## src/rtl/llc_bus_if.sv

```systemverilog
// rtl/llc_bus_if.sv - LLC bus-operation queue, tenure FSM and snoop-result response channel
//
// Purpose: accepts READ/WRITE/INVALIDATE/RWIM ops from the LLC into a circular
// queue, arbitrates for the system bus, drives one address-phase cycle, samples
// the snoop window and returns HIT/HITM/NOHIT over a valid/ready channel.
// Ports:
//   clk, rst_n                        clock, synchronous active-low reset
//   req_valid/req_ready/req_op/req_addr   LLC request channel (push side of queue)
//   bus_req/bus_gnt                   bus arbitration
//   bus_addr_valid/bus_op/bus_addr    address phase (one cycle per tenure)
//   snoop_hit/snoop_hitm              snoop inputs, sampled on the last SNOOP cycle
//   rsp_valid/rsp_ready/rsp_result/rsp_addr   response channel back to the LLC
//   op_count/hitm_count               statistics: tenures issued, HITM responses

module llc_bus_if #(
    parameter int ADDR_BITS  = 32,
    parameter int DEPTH      = 4,
    parameter int SNOOP_WAIT = 2
) (
    input  logic                 clk,
    input  logic                 rst_n,
    input  logic                 req_valid,
    output logic                 req_ready,
    input  logic [1:0]           req_op,
    input  logic [ADDR_BITS-1:0] req_addr,
    output logic                 bus_req,
    input  logic                 bus_gnt,
    output logic                 bus_addr_valid,
    output logic [1:0]           bus_op,
    output logic [ADDR_BITS-1:0] bus_addr,
    input  logic                 snoop_hit,
    input  logic                 snoop_hitm,
    output logic                 rsp_valid,
    input  logic                 rsp_ready,
    output logic [1:0]           rsp_result,
    output logic [ADDR_BITS-1:0] rsp_addr,
    output logic [31:0]          op_count,
    output logic [31:0]          hitm_count
);
    localparam int PW = $clog2(DEPTH);
    localparam int CW = PW + 1;
    localparam int SW = $clog2(SNOOP_WAIT + 1);

    localparam logic [1:0] OP_WRITE  = 2'b01;
    localparam logic [1:0] RES_HIT   = 2'b00;
    localparam logic [1:0] RES_HITM  = 2'b01;
    localparam logic [1:0] RES_NOHIT = 2'b10;

    typedef enum logic [2:0] {S_IDLE, S_ARB, S_ADDR, S_SNOOP, S_RESP} state_t;
    state_t r_state, w_next;

    logic [1:0]           r_q_op   [DEPTH];
    logic [ADDR_BITS-1:0] r_q_addr [DEPTH];
    logic [PW-1:0]        r_wr_ptr, r_rd_ptr;
    logic [CW-1:0]        r_count;
    logic                 w_push, w_pop;

    logic [1:0]           r_op;
    logic [ADDR_BITS-1:0] r_addr;
    logic [SW-1:0]        r_snp_cnt;
    logic                 r_bus_req, r_bus_av, r_rsp_valid;
    logic [1:0]           r_bus_op, r_rsp_result;
    logic [ADDR_BITS-1:0] r_bus_addr, r_rsp_addr;
    logic [31:0]          r_op_count, r_hitm_count;
    logic [1:0]           w_snp_result;

    // Ready comes only from the registered count: a pop in the same cycle
    // never frees a slot for a push.
    assign req_ready    = (r_count != CW'(DEPTH));
    assign w_push       = req_valid && req_ready;
    assign w_pop        = (r_state == S_IDLE) && (r_count != '0);
    assign w_snp_result = snoop_hitm ? RES_HITM : (snoop_hit ? RES_HIT : RES_NOHIT);

    always_ff @(posedge clk) begin
        if (w_push) begin
            r_q_op[r_wr_ptr]   <= req_op;
            r_q_addr[r_wr_ptr] <= req_addr;
        end
    end

    always_ff @(posedge clk) begin
        if (!rst_n) begin
            r_wr_ptr <= '0;
            r_rd_ptr <= '0;
            r_count  <= '0;
        end else begin
            if (w_push) r_wr_ptr <= r_wr_ptr + 1'b1;
            if (w_pop)  r_rd_ptr <= r_rd_ptr + 1'b1;
            case ({w_push, w_pop})
                2'b10:   r_count <= r_count + 1'b1;
                2'b01:   r_count <= r_count - 1'b1;
                default: r_count <= r_count;
            endcase
        end
    end

    always_comb begin
        w_next = r_state;
        case (r_state)
            S_IDLE:  if (w_pop) w_next = S_ARB;
            S_ARB:   if (bus_gnt) w_next = S_ADDR;
            S_ADDR:  w_next = (r_op == OP_WRITE) ? S_RESP : S_SNOOP;
            S_SNOOP: if (r_snp_cnt == '0) w_next = S_RESP;
            S_RESP:  if (rsp_ready) w_next = S_IDLE;
            default: w_next = S_IDLE;
        endcase
    end

    always_ff @(posedge clk) begin
        if (!rst_n) begin
            r_state      <= S_IDLE;
            r_op         <= '0;
            r_addr       <= '0;
            r_snp_cnt    <= '0;
            r_bus_req    <= 1'b0;
            r_bus_av     <= 1'b0;
            r_rsp_valid  <= 1'b0;
            r_bus_op     <= '0;
            r_bus_addr   <= '0;
            r_rsp_result <= '0;
            r_rsp_addr   <= '0;
            r_op_count   <= '0;
            r_hitm_count <= '0;
        end else begin
            r_state     <= w_next;
            // Strobes are registered copies of the next-state decode.
            r_bus_req   <= (w_next == S_ARB);
            r_bus_av    <= (w_next == S_ADDR);
            r_rsp_valid <= (w_next == S_RESP);

            if (w_pop) begin
                r_op   <= r_q_op[r_rd_ptr];
                r_addr <= r_q_addr[r_rd_ptr];
            end

            if (r_state == S_ARB && bus_gnt) begin
                r_bus_op   <= r_op;
                r_bus_addr <= r_addr;
            end

            if (r_state == S_ADDR) begin
                r_op_count <= r_op_count + 32'd1;
                r_snp_cnt  <= SW'(SNOOP_WAIT - 1);
                if (r_op == OP_WRITE) begin
                    r_rsp_result <= RES_NOHIT;
                    r_rsp_addr   <= r_addr;
                end
            end

            // Snoop lines are only looked at when the down-counter has expired.
            if (r_state == S_SNOOP) begin
                if (r_snp_cnt == '0) begin
                    r_rsp_result <= w_snp_result;
                    r_rsp_addr   <= r_addr;
                end else begin
                    r_snp_cnt <= r_snp_cnt - 1'b1;
                end
            end

            if (r_state == S_RESP && rsp_ready && r_rsp_result == RES_HITM)
                r_hitm_count <= r_hitm_count + 32'd1;
        end
    end

    assign bus_req        = r_bus_req;
    assign bus_addr_valid = r_bus_av;
    assign bus_op         = r_bus_op;
    assign bus_addr       = r_bus_addr;
    assign rsp_valid      = r_rsp_valid;
    assign rsp_result     = r_rsp_result;
    assign rsp_addr       = r_rsp_addr;
    assign op_count       = r_op_count;
    assign hitm_count     = r_hitm_count;

endmodule

```

## config.mk

```make
export PLATFORM = sky130hd
export DESIGN_NAME = llc_bus_if
export DESIGN_NICKNAME = d
export VERILOG_FILES = /design/src/rtl/llc_bus_if.sv
export SDC_FILE = /design/constraint.sdc
export NUM_CORES = 1
export LEC_CHECK = 0
export CAP_MARGIN = 20
export CORE_ASPECT_RATIO = 1.4
export CORE_MARGIN = 2
export CORE_UTILIZATION = 54
export DETAILED_ROUTE_END_ITERATION = 10
export PLACE_DENSITY_LB_ADDON = 0.25
export RECOVER_POWER = 100
export SYNTH_ARGS = -nofsm -noshare
export SYNTH_HDL_FRONTEND = slang
export SYNTH_SLANG_ARGS = --single-unit
```

## constraint.sdc

```tcl
create_clock -name clk -period 2.91 [get_ports clk]
set_input_delay 0.582 -clock clk [delete_from_list [all_inputs] [get_ports clk]]
set_output_delay 0.582 -clock clk [all_outputs]
set_load 0.02 [all_outputs]
```

==> impl_metrics.yaml, run 1 <==
run_status:
  outcome: "finished with violations"
  failed_checks: "max-capacitance violations, max-slew violations"
global_route:
  grt_pass1_wl_um: 44700
  globalRouteTotalUtil: 0.231
  grt_max_degree: 81
  grt_pass1_vias: 8520
  antenna_found_initial: 3
  grt.overflow.total: 0
drt:
  highest_layer: "met4"
  drt-wirelength-per-cell_um: 18.0
  drt-met1-wl_um: 11200
  drtIter0Drc: 669
  routed_wl_um: 28200
  post-route-drc-count: 0
  wl_met3_um: 1610
  first_pass_iters: 5
  wl_met2_um: 14900
  antenna_left: 0
  vias: 8854
  avgViaCountPerCell: 5.64
cells_and_area:
  nFillCells: 1736
  fin_nets: 1294
  syn2layout_area_growth_pct: 23.7
  layout-drive-gt1-share: 0.0916
sta:
  rsz0062_at_grt: "false"
  post-route-min-period_ns: 2.67
  finalSetupTns_ns: 0
  slew_headroom: -0.183
  hold_viol: 0
  fmax_mhz: 375
  finClkSkew_ns: 0.0148
  finalSetupViolCount: 0
  worstMarginPinSlew_ns: 1.77
  fin_crit_sh: 0.917
  slew_viol_final: 118
  layout_setup_ws_ns: 0.240
clock_network:
  cts-buffers-inserted: 29
  cts.sink_count: 317
  clk_root_buffer_cell: "clkbuf_16"
  cts_tree: "done"
  worstSkewPairLatency_ns: 0.55
  ctsHoldBuffers: 0
  clockBufferDepth: 3
  clk_pin_slew_ns: 0.06
  h-tree-depth: 1
  cts_resized: 0
  postCtsSetupBuffers: 0
floorplan:
  die-area_um2: 24100
  rows: 65
  die_height_um: 183
  coreArea_um2: 22400
  start_util: 0.549
  io_pins: 177
  dieWidth_um: 132
critical_path:
  r2r-start: "r_state[2]"
  crit_chain: "or3b_1, dlygate4sd3_1"
  rr_worst_depth: 6
  cp.required_ns: 2.33
  r2r_slack_ns: 0.35
  cp.arrival_ns: 2.09
  startpoint_type: "flop"
  path_buf_inv: 1
  end_kind: "output pin"
  reg2reg_to: "hitm_count[19]"
  critPathTopFamily: "buffers and inverters"
  crit_path_top_delay_cell: "dlygate4sd3_1"
  criticalPathCategory: "reg -> out"
  crit_cells: 2
  cp_max_fo: 6
  critical_path.max_stage_delay_ns: 0.71
worst_hold_path:
  hp-class: "reg -> reg"
  whs_path_depth: 2
  min_from: "bus_addr[29]"
  hold-path-endpoint: "bus_addr[29]"
synth:
  synth_ff_type: "dfxtp_1"
  ys_top_cells_by_area: "edfxtp_1 33%, dfxtp_1 29%, nand2_1 7.2%, mux4_2 6.2%, a21oi_1 5.8%"
  synth_edf_count: 136
  synth_top_cell_by_area: "edfxtp_1"
  async_flop_share: 0
  syn_avg_cell_area_um2: 11.4
  synthCells: 1082
  synth_fp_nets: 1131
  synth.most_common_cell: "nand2_1"
  synth_common_cells: "237 x nand2_1, 181 x dfxtp_1, 144 x a21oi_1, 136 x edfxtp_1, 50 x clkbuf_1"
  yosysSeqAreaShare: 0.626
  ys_ff_latch: 317
  synth_area_um2: 12300
  synth.top_cell.area_share: 0.331
  ys_types: 58
  ys.warnings.count: 0
placed_design:
  routabilityCongestion: 0.789
  io_buffers: 176
  dp_slack_ns: 0.176
  dpl.hpwl_um: 18200
run:
  maxCapViolCount: 2
pwr:
  ir_worst_vdd_uv: 620
  power_frac_seq: 0.483
  power-per-cell-area_nw_per_um2: 744
  clockPowerShare: 0.323
  power.switching_uw: 3310
  swShare: 0.292
  power.internal_uw: 8020
  pwr-share-comb: 0.194
  p_leak_uw: 0.00538
worst min-delay path: cells and delay by family, from the launching register on:
| kind | cells | cell delay, ns |
|---|---|---|
| compound gates | 1 | 0.05 |
| flops | 1 | 0.30 |
| simple gates | 1 | 0.05 |
power by group through the flow:
stage | Sequential [uW] | Clock [uW] | Combinational (uW)
2_1_floorplan | 5490 | 0 | 1520
3_3_place_gp | 5540 | 0 | 2240
3_5_place_dp | 5560 | 0 | 2310
4_1_cts | 5470 | 3730 | 2320
5_1_grt | 5520 | 3890 | 2430
6_report | 5470 | 3660 | 2200
kinds of logic after synthesis:
kind of cell / after synthesis / synth area share
AND/OR/NAND/NOR: 408 / 0.162
adder cells (fa/ha/maj): 8 / 0.00873
flip-flops: 317 / 0.626
multiplexers: 43 / 0.0695
buffers and inverters: 88 / 0.0306
XOR/XNOR: 19 / 0.0135
AO/OA/AOI/OAI: 199 / 0.0904
worst max path at each step:
stage / from / endpoint / slack (ns)
finish: r_count[2] / req_ready / 0.24
global route: r_state[2] / hitm_count[15] / 0.15
CTS: r_count[2] / req_ready / 0.34
detailed placement: rsp_ready / hitm_count[19] / 0.18
global placement: rsp_ready / hitm_count[19] / 0.28
floorplan: r_state[0] / r_count[2] / 0.24
final cells by class:
class	instances	area [um^2]	share of cell area
clock inverters	20	156	0.0103
well taps	301	377	0.0247
repair buffers	202	1910	0.126
multi-input cells	677	4250	0.279
diodes	2	5.00	0.000328
flip-flops and latches	317	7710	0.506
clock buffers	33	761	0.0499
inverters	18	70.1	0.00460
metal layers:
| layer | vias to the layer above | track usage |
|---|---|---|
| met2 | 259 | 0.429 |
| li1 | 4255 | - |
| met1 | 4298 | 0.282 |
| met3 | 42 | 0.0333 |
| met4 | 0 | 0.0600 |
| met5 | - | 0 |
placed cells by master, fill, tap and decap left out, types with 3 or more instances in the layout:
| master | netlist | routed |
|---|---|---|
| nand2_1 | 237 | 237 |
| dfxtp_1 | 181 | 180 |
| dlygate4sd3_1 | 0 | 171 |
| a21oi_1 | 144 | 144 |
| edfxtp_1 | 136 | 136 |
| mux4_2 | 34 | 34 |
| nor2_1 | 30 | 30 |
| clkbuf_16 | 0 | 29 |
| nand3_1 | 20 | 19 |
| or4_1 | 18 | 18 |
| o31ai_1 | 18 | 18 |
| or3_1 | 17 | 17 |
| inv_1 | 17 | 17 |
| nand4_1 | 17 | 17 |
| o21ai_0 | 16 | 16 |
| buf_4 | 0 | 11 |
| nor4_1 | 10 | 10 |
| nand2b_1 | 10 | 10 |
| xor2_1 | 10 | 10 |
| and3_1 | 9 | 9 |
| mux2i_1 | 9 | 9 |
| xnor2_1 | 9 | 9 |
| o41ai_1 | 9 | 9 |
| clkinv_2 | 0 | 9 |
| clkbuf_1 | 50 | 9 |
| ha_1 | 7 | 7 |
| clkbuf_2 | 0 | 7 |
| and4_1 | 6 | 6 |
| clkdlybuf4s50_1 | 0 | 5 |
| nand4bb_1 | 4 | 4 |
| o311ai_0 | 4 | 4 |
| clkinv_1 | 0 | 4 |
| nor3_1 | 4 | 3 |
| and2_1 | 3 | 3 |
| nor3b_1 | 2 | 3 |
| clkinvlp_4 | 0 | 3 |
sequential cells by signal, indices dropped and copies added (netlist names), 2 cells and up:
signal      count
rsp_result      2
r_snp_cnt       2
r_op            2
r_addr         32
r_q_addr      128
r_q_op          8
r_wr_ptr        2
r_count         3
rsp_addr       32
r_rd_ptr        2
r_state         3
bus_addr       32
op_count       32
hitm_count     32
bus_op          2
through the flow:
stage               total power (uW)   util  cells  cell area, um^2  hold WS (ns)
floorplan                       7010      -   1082            12300         0.426
finish                         11300  0.679   1570            15200         0.451
global route                   11800  0.679   1569            15200         0.472
global placement                7770  0.644   1515            14500         0.434
detailed placement              7870  0.644   1515            14500         0.446
CTS                            11500  0.685   1568            15400         0.455
(Power assumes the default switching activity.)
==> run 2, diff against run 1 <==
CORE_UTILIZATION = 58   (was 54)
CTS_CLUSTER_SIZE = 20   (was not set)
clock period = 3.4 ns   (was 2.91 ns; I/O delays follow)
==> impl_metrics.yaml, run 2 (synthesized netlist as in run 1, its figures left out) <==
worst_hold_path:
  whs_path_depth: 2
  hp-class: "reg -> reg"
  hold-path-endpoint: "rsp_addr[0]"
  min_from: "rsp_addr[0]"
clock_network:
  cts.sink_count: 317
  clk_root_buffer_cell: "clkbuf_16"
  clockBufferDepth: 3
  cts_resized: 0
  clk_pin_slew_ns: 0.06
  ctsHoldBuffers: 0
  postCtsSetupBuffers: 0
  cts_tree: "done"
  cts-buffers-inserted: 29
  h-tree-depth: 1
  worstSkewPairLatency_ns: 0.55
critical_path:
  rr_worst_depth: 5
  cp.required_ns: 2.72
  criticalPathCategory: "reg -> out"
  cp.arrival_ns: 2.12
  r2r_slack_ns: 0.72
  r2r-start: "r_state[1]"
  startpoint_type: "flop"
  cp_max_fo: 6
  reg2reg_to: "op_count[16]"
  end_kind: "output pin"
run_status:
  failed_checks: "max-capacitance violations, max-slew violations"
  outcome: "finished with violations"
sta:
  rsz0062_at_grt: "false"
  finClkSkew_ns: 0.0154
  fmax_mhz: 358
  hold_viol: 0
  whs_ns: 0.449
  worstMarginPinSlew_ns: 1.69
  finalSetupTns_ns: 0
  finalSetupViolCount: 0
  slew_headroom: -0.127
  fin_crit_sh: 0.823
  slew_viol_final: 69
  post-route-min-period_ns: 2.80
pwr:
  swShare: 0.281
  pwr-share-comb: 0.182
  power-per-cell-area_nw_per_um2: 660
  p_leak_uw: 0.00540
  power_frac_seq: 0.467
  p_total_uw: 10100
  clockPowerShare: 0.352
  power.internal_uw: 7260
  ir_worst_vdd_uv: 458
  power.switching_uw: 2830
floorplan:
  rows: 63
  start_util: 0.585
  die-area_um2: 22400
  coreArea_um2: 21000
  die_height_um: 176
  io_pins: 177
  dieWidth_um: 127
drt:
  post-route-drc-count: 0
  antenna_left: 0
  first_pass_iters: 5
  drt-wirelength-per-cell_um: 18.5
  drtIter0Drc: 477
  vias: 8964
  routed_wl_um: 28200
  avgViaCountPerCell: 5.87
global_route:
  antenna_found_initial: 2
  globalRouteTotalUtil: 0.252
  grt_pass1_wl_um: 45300
  grt_max_degree: 43
  grt_pass1_vias: 8840
  grt.overflow.total: 0
placed_design:
  io_buffers: 176
  dpl.hpwl_um: 18000
  dpl.cell_count: 1471
  routabilityCongestion: 0.807
cells_and_area:
  syn2layout_area_growth_pct: 24.1
  top_register: "r_q_addr"
  largest_reg_flops: 128
  layout_common_cells: "237 x nand2_1, 179 x dfxtp_1, 171 x dlygate4sd3_1, 144 x a21oi_1, 136 x edfxtp_1"
  layout-drive-gt1-share: 0.0838
  fin_nets: 1291
  instances_no_fill: 1527
  layout_commonest_cell: "nand2_1"
run:
  maxCapViolCount: 2
-- run 2: layer usage --
metal | global-route usage | wire length, um | vias to the layer above
li1 | - | - | 4249
met3 | 0.0345 | 1550 | 39
met1 | 0.307 | 11200 | 4414
met5 | 0 | 0 | -
met2 | 0.464 | 15000 | 262
met4 | 0.0778 | 544 | 0
-- run 2: worst max-delay path by stage --
stage,slack (ns),cells after the start,start,endpoint
final,0.60,2,r_count[2],req_ready
after detailed placement,0.35,6,rsp_ready,hitm_count[17]
after global placement,0.52,6,rsp_ready,hitm_count[15]
after floorplan,0.73,12,r_state[0],r_count[2]
after CTS,0.72,2,r_count[2],req_ready
after global routing,0.52,5,r_state[1],op_count[16]
-- run 2: stage by stage --
stage	area, um^2	worst slack, ns	util
floorplan	12300	0.728	-
global placement	14300	0.518	0.681
detailed placement	14300	0.349	0.681
CTS	15400	0.717	0.731
global route	15300	0.524	0.726
finish	15300	0.603	0.727
-- run 2: cell type report --
| class | instances | area, um^2 |
|---|---|---|
| fillers | 1504 | 5750 |
| well taps | 260 | 325 |
| clock inverters | 17 | 245 |
| multi-input cells | 677 | 4210 |
| flip-flops and latches | 317 | 7710 |
| clock buffers | 37 | 817 |
| diodes | 2 | 5.00 |
| repair buffers | 199 | 1910 |
| inverters | 18 | 70.1 |
-- run 2: critical path, stage by stage, from the launching register on --
cell	delay, ns
dfxtp_1	0.40
or3b_1	0.46
dlygate4sd3_1	0.71
-- run 2: power groups by stage --
stage	Sequential, uW	Clock, uW	Combinational (uW)
2_1_floorplan	4700	0	1300
3_3_place_gp	4760	0	1830
3_5_place_dp	4780	0	1880
4_1_cts	4710	3600	1910
5_1_grt	4760	3730	2030
6_report	4710	3550	1830
==> run 3, diff against run 2 <==
CORE_UTILIZATION = 49   (was 58)
clock period = 2.3 ns   (was 3.4 ns; I/O delays follow)
==> impl_metrics.yaml, run 3 (synthesized netlist as in run 1, its figures left out) <==
pwr:
  power_frac_seq: 0.464
  power.internal_uw: 10700
  pwr-share-comb: 0.206
  p_total_uw: 14800
  clockPowerShare: 0.330
  power.switching_uw: 4170
  ir_worst_vdd_uv: 956
  swShare: 0.281
  p_leak_uw: 0.00511
  power-per-cell-area_nw_per_um2: 945
sta:
  layout_setup_ws_ns: 0.0750
  rsz0062_at_grt: "true"
  worstMarginPinSlew_ns: 1.03
  finClkSkew_ns: 0.00833
  slew_headroom: 0.310
  post-route-min-period_ns: 2.22
  slew_viol_final: 0
  hold_viol: 0
  finalSetupViolCount: 0
  finalSetupTns_ns: 0
  fin_crit_sh: 0.967
  fmax_mhz: 449
cells_and_area:
  layout_commonest_cell: "nand2_1"
  ff_latch_area_um2: 7710
  fin_util: 0.636
  top_register: "r_q_addr"
  multiInputGateArea_um2: 4300
  layout_common_cells: "237 x nand2_1, 177 x dfxtp_1, 143 x a21oi_1, 141 x clkdlybuf4s50_1, 136 x edfxtp_1"
  fin_nets: 1318
  final_cell_area_um2: 15700
  nFillCells: 1969
  layout-drive-gt1-share: 0.120
  syn2layout_area_growth_pct: 27.4
  largest_reg_flops: 128
global_route:
  antenna_found_initial: 3
  grt.overflow.total: 0
  grt_pass1_vias: 8436
  grt_max_degree: 58
  grt_pass1_wl_um: 44500
  globalRouteTotalUtil: 0.206
critical_path:
  r2r_slack_ns: 0.08
  criticalPathCategory: "reg -> reg"
  startpoint_type: "flop"
  crit_chain: "or3b_4, and2_1, inv_2, ha_4, inv_1, fa_2, xor2_1, or3_1, a21oi_2"
  cp.required_ns: 2.77
  critical_path.max_stage_delay_ns: 0.40
  end_kind: "flop"
  crit_path_top_delay_cell: "or3b_4"
  cp_max_fo: 5
  cp.arrival_ns: 2.70
run_status:
  outcome: "finished clean"
floorplan:
  die-area_um2: 26400
  start_util: 0.499
  rows: 68
  io_pins: 177
  coreArea_um2: 24700
  die_height_um: 192
  dieWidth_um: 138
clock_network:
  ctsHoldBuffers: 0
  h-tree-depth: 1
  clockBufferDepth: 3
  clk_root_buffer_cell: "clkbuf_16"
  cts.sink_count: 317
  worstSkewPairLatency_ns: 0.55
  cts-buffers-inserted: 30
  cts_tree: "done"
  clk_pin_slew_ns: 0.06
drt:
  avgViaCountPerCell: 5.49
  post-route-drc-count: 0
  vias: 8834
  antenna_left: 0
  drt-wirelength-per-cell_um: 17.4
  first_pass_iters: 5
  routed_wl_um: 28000
  drtIter0Drc: 484
placed_design:
  routabilityCongestion: 0.769
  placed_cell_area_um2: 14700
  dp_slack_ns: -0.255
  dpl.hpwl_um: 18400
  io_buffers: 176
worst_hold_path:
  hp-class: "reg -> reg"
run:
  maxCapViolCount: 0
## run 3: cell count changes in the layout (fill, tap and decap cells not counted), moves of 7 or more
cell / delta
buf_4: +32
clkdlybuf4s50_1: +136
dlygate4sd3_1: -137
buf_12: +7
## run 3: final cells by class
| class | instances | area share |
|---|---|---|
| clock inverter | 4 | 0.00438 |
| timing repair buffer | 225 | 0.142 |
| tap | 315 | 0.0251 |
| sequential | 317 | 0.491 |
| multi-input combinational | 677 | 0.274 |
| inverter | 18 | 0.00494 |
| antenna | 2 | 0.000319 |
| clock buffer | 52 | 0.0579 |
## run 3: repair_timing
| item | 4_1_cts | 5_1_grt |
|---|---|---|
| pin swaps | 0 | 0 |
| setup endpoints to repair | 1 | 7 |
| resized for setup | 2 | 10 |
| setup buffers | 0 | 0 |
## run 3: final timing paths
kind,from,end,cells past startpoint
worst max-delay path,r_count[0],r_count[2],9
worst min-delay path,r_snp_cnt[1],r_snp_cnt[1],2
worst max register to register,r_count[0],r_count[2],9
worst min register to register,r_snp_cnt[1],r_snp_cnt[1],2
## run 3: worst max-delay path: cells and delay by family (launching register included)
family          cells  cell delay [ns]
simple gates        3             0.92
fa+ha+maj           2             0.47
flops               1             0.35
xor+xnor            1             0.15
buf+inv             2             0.14
compound gates      1             0.14
## run 3: power groups by stage
stage | Sequential [uW] | Combinational (uW) | Clock, uW
finish | 6880 | 3060 | 4890
global route | 6940 | 3370 | 5240
CTS | 6870 | 3090 | 4990
detailed placement | 6990 | 3090 | 0
global placement | 6960 | 3040 | 0
floorplan | 6950 | 2040 | 0
## run 3: routing by layer
metal / wire length, um / GRT usage / up-vias
met5: 13 / 0 / -
met4: 333 / 0.0459 / 2
met3: 1510 / 0.0329 / 27
met2: 14400 / 0.372 / 237
met1: 11700 / 0.261 / 4258
li1: - / - / 4310
## run 3: stage by stage
step	hold slack, ns	cells
4_1_cts	0.452	1608
5_1_grt	0.472	1610
3_5_place_dp	0.442	1552
6_report	0.450	1610
3_3_place_gp	0.435	1552
2_1_floorplan	0.426	1082
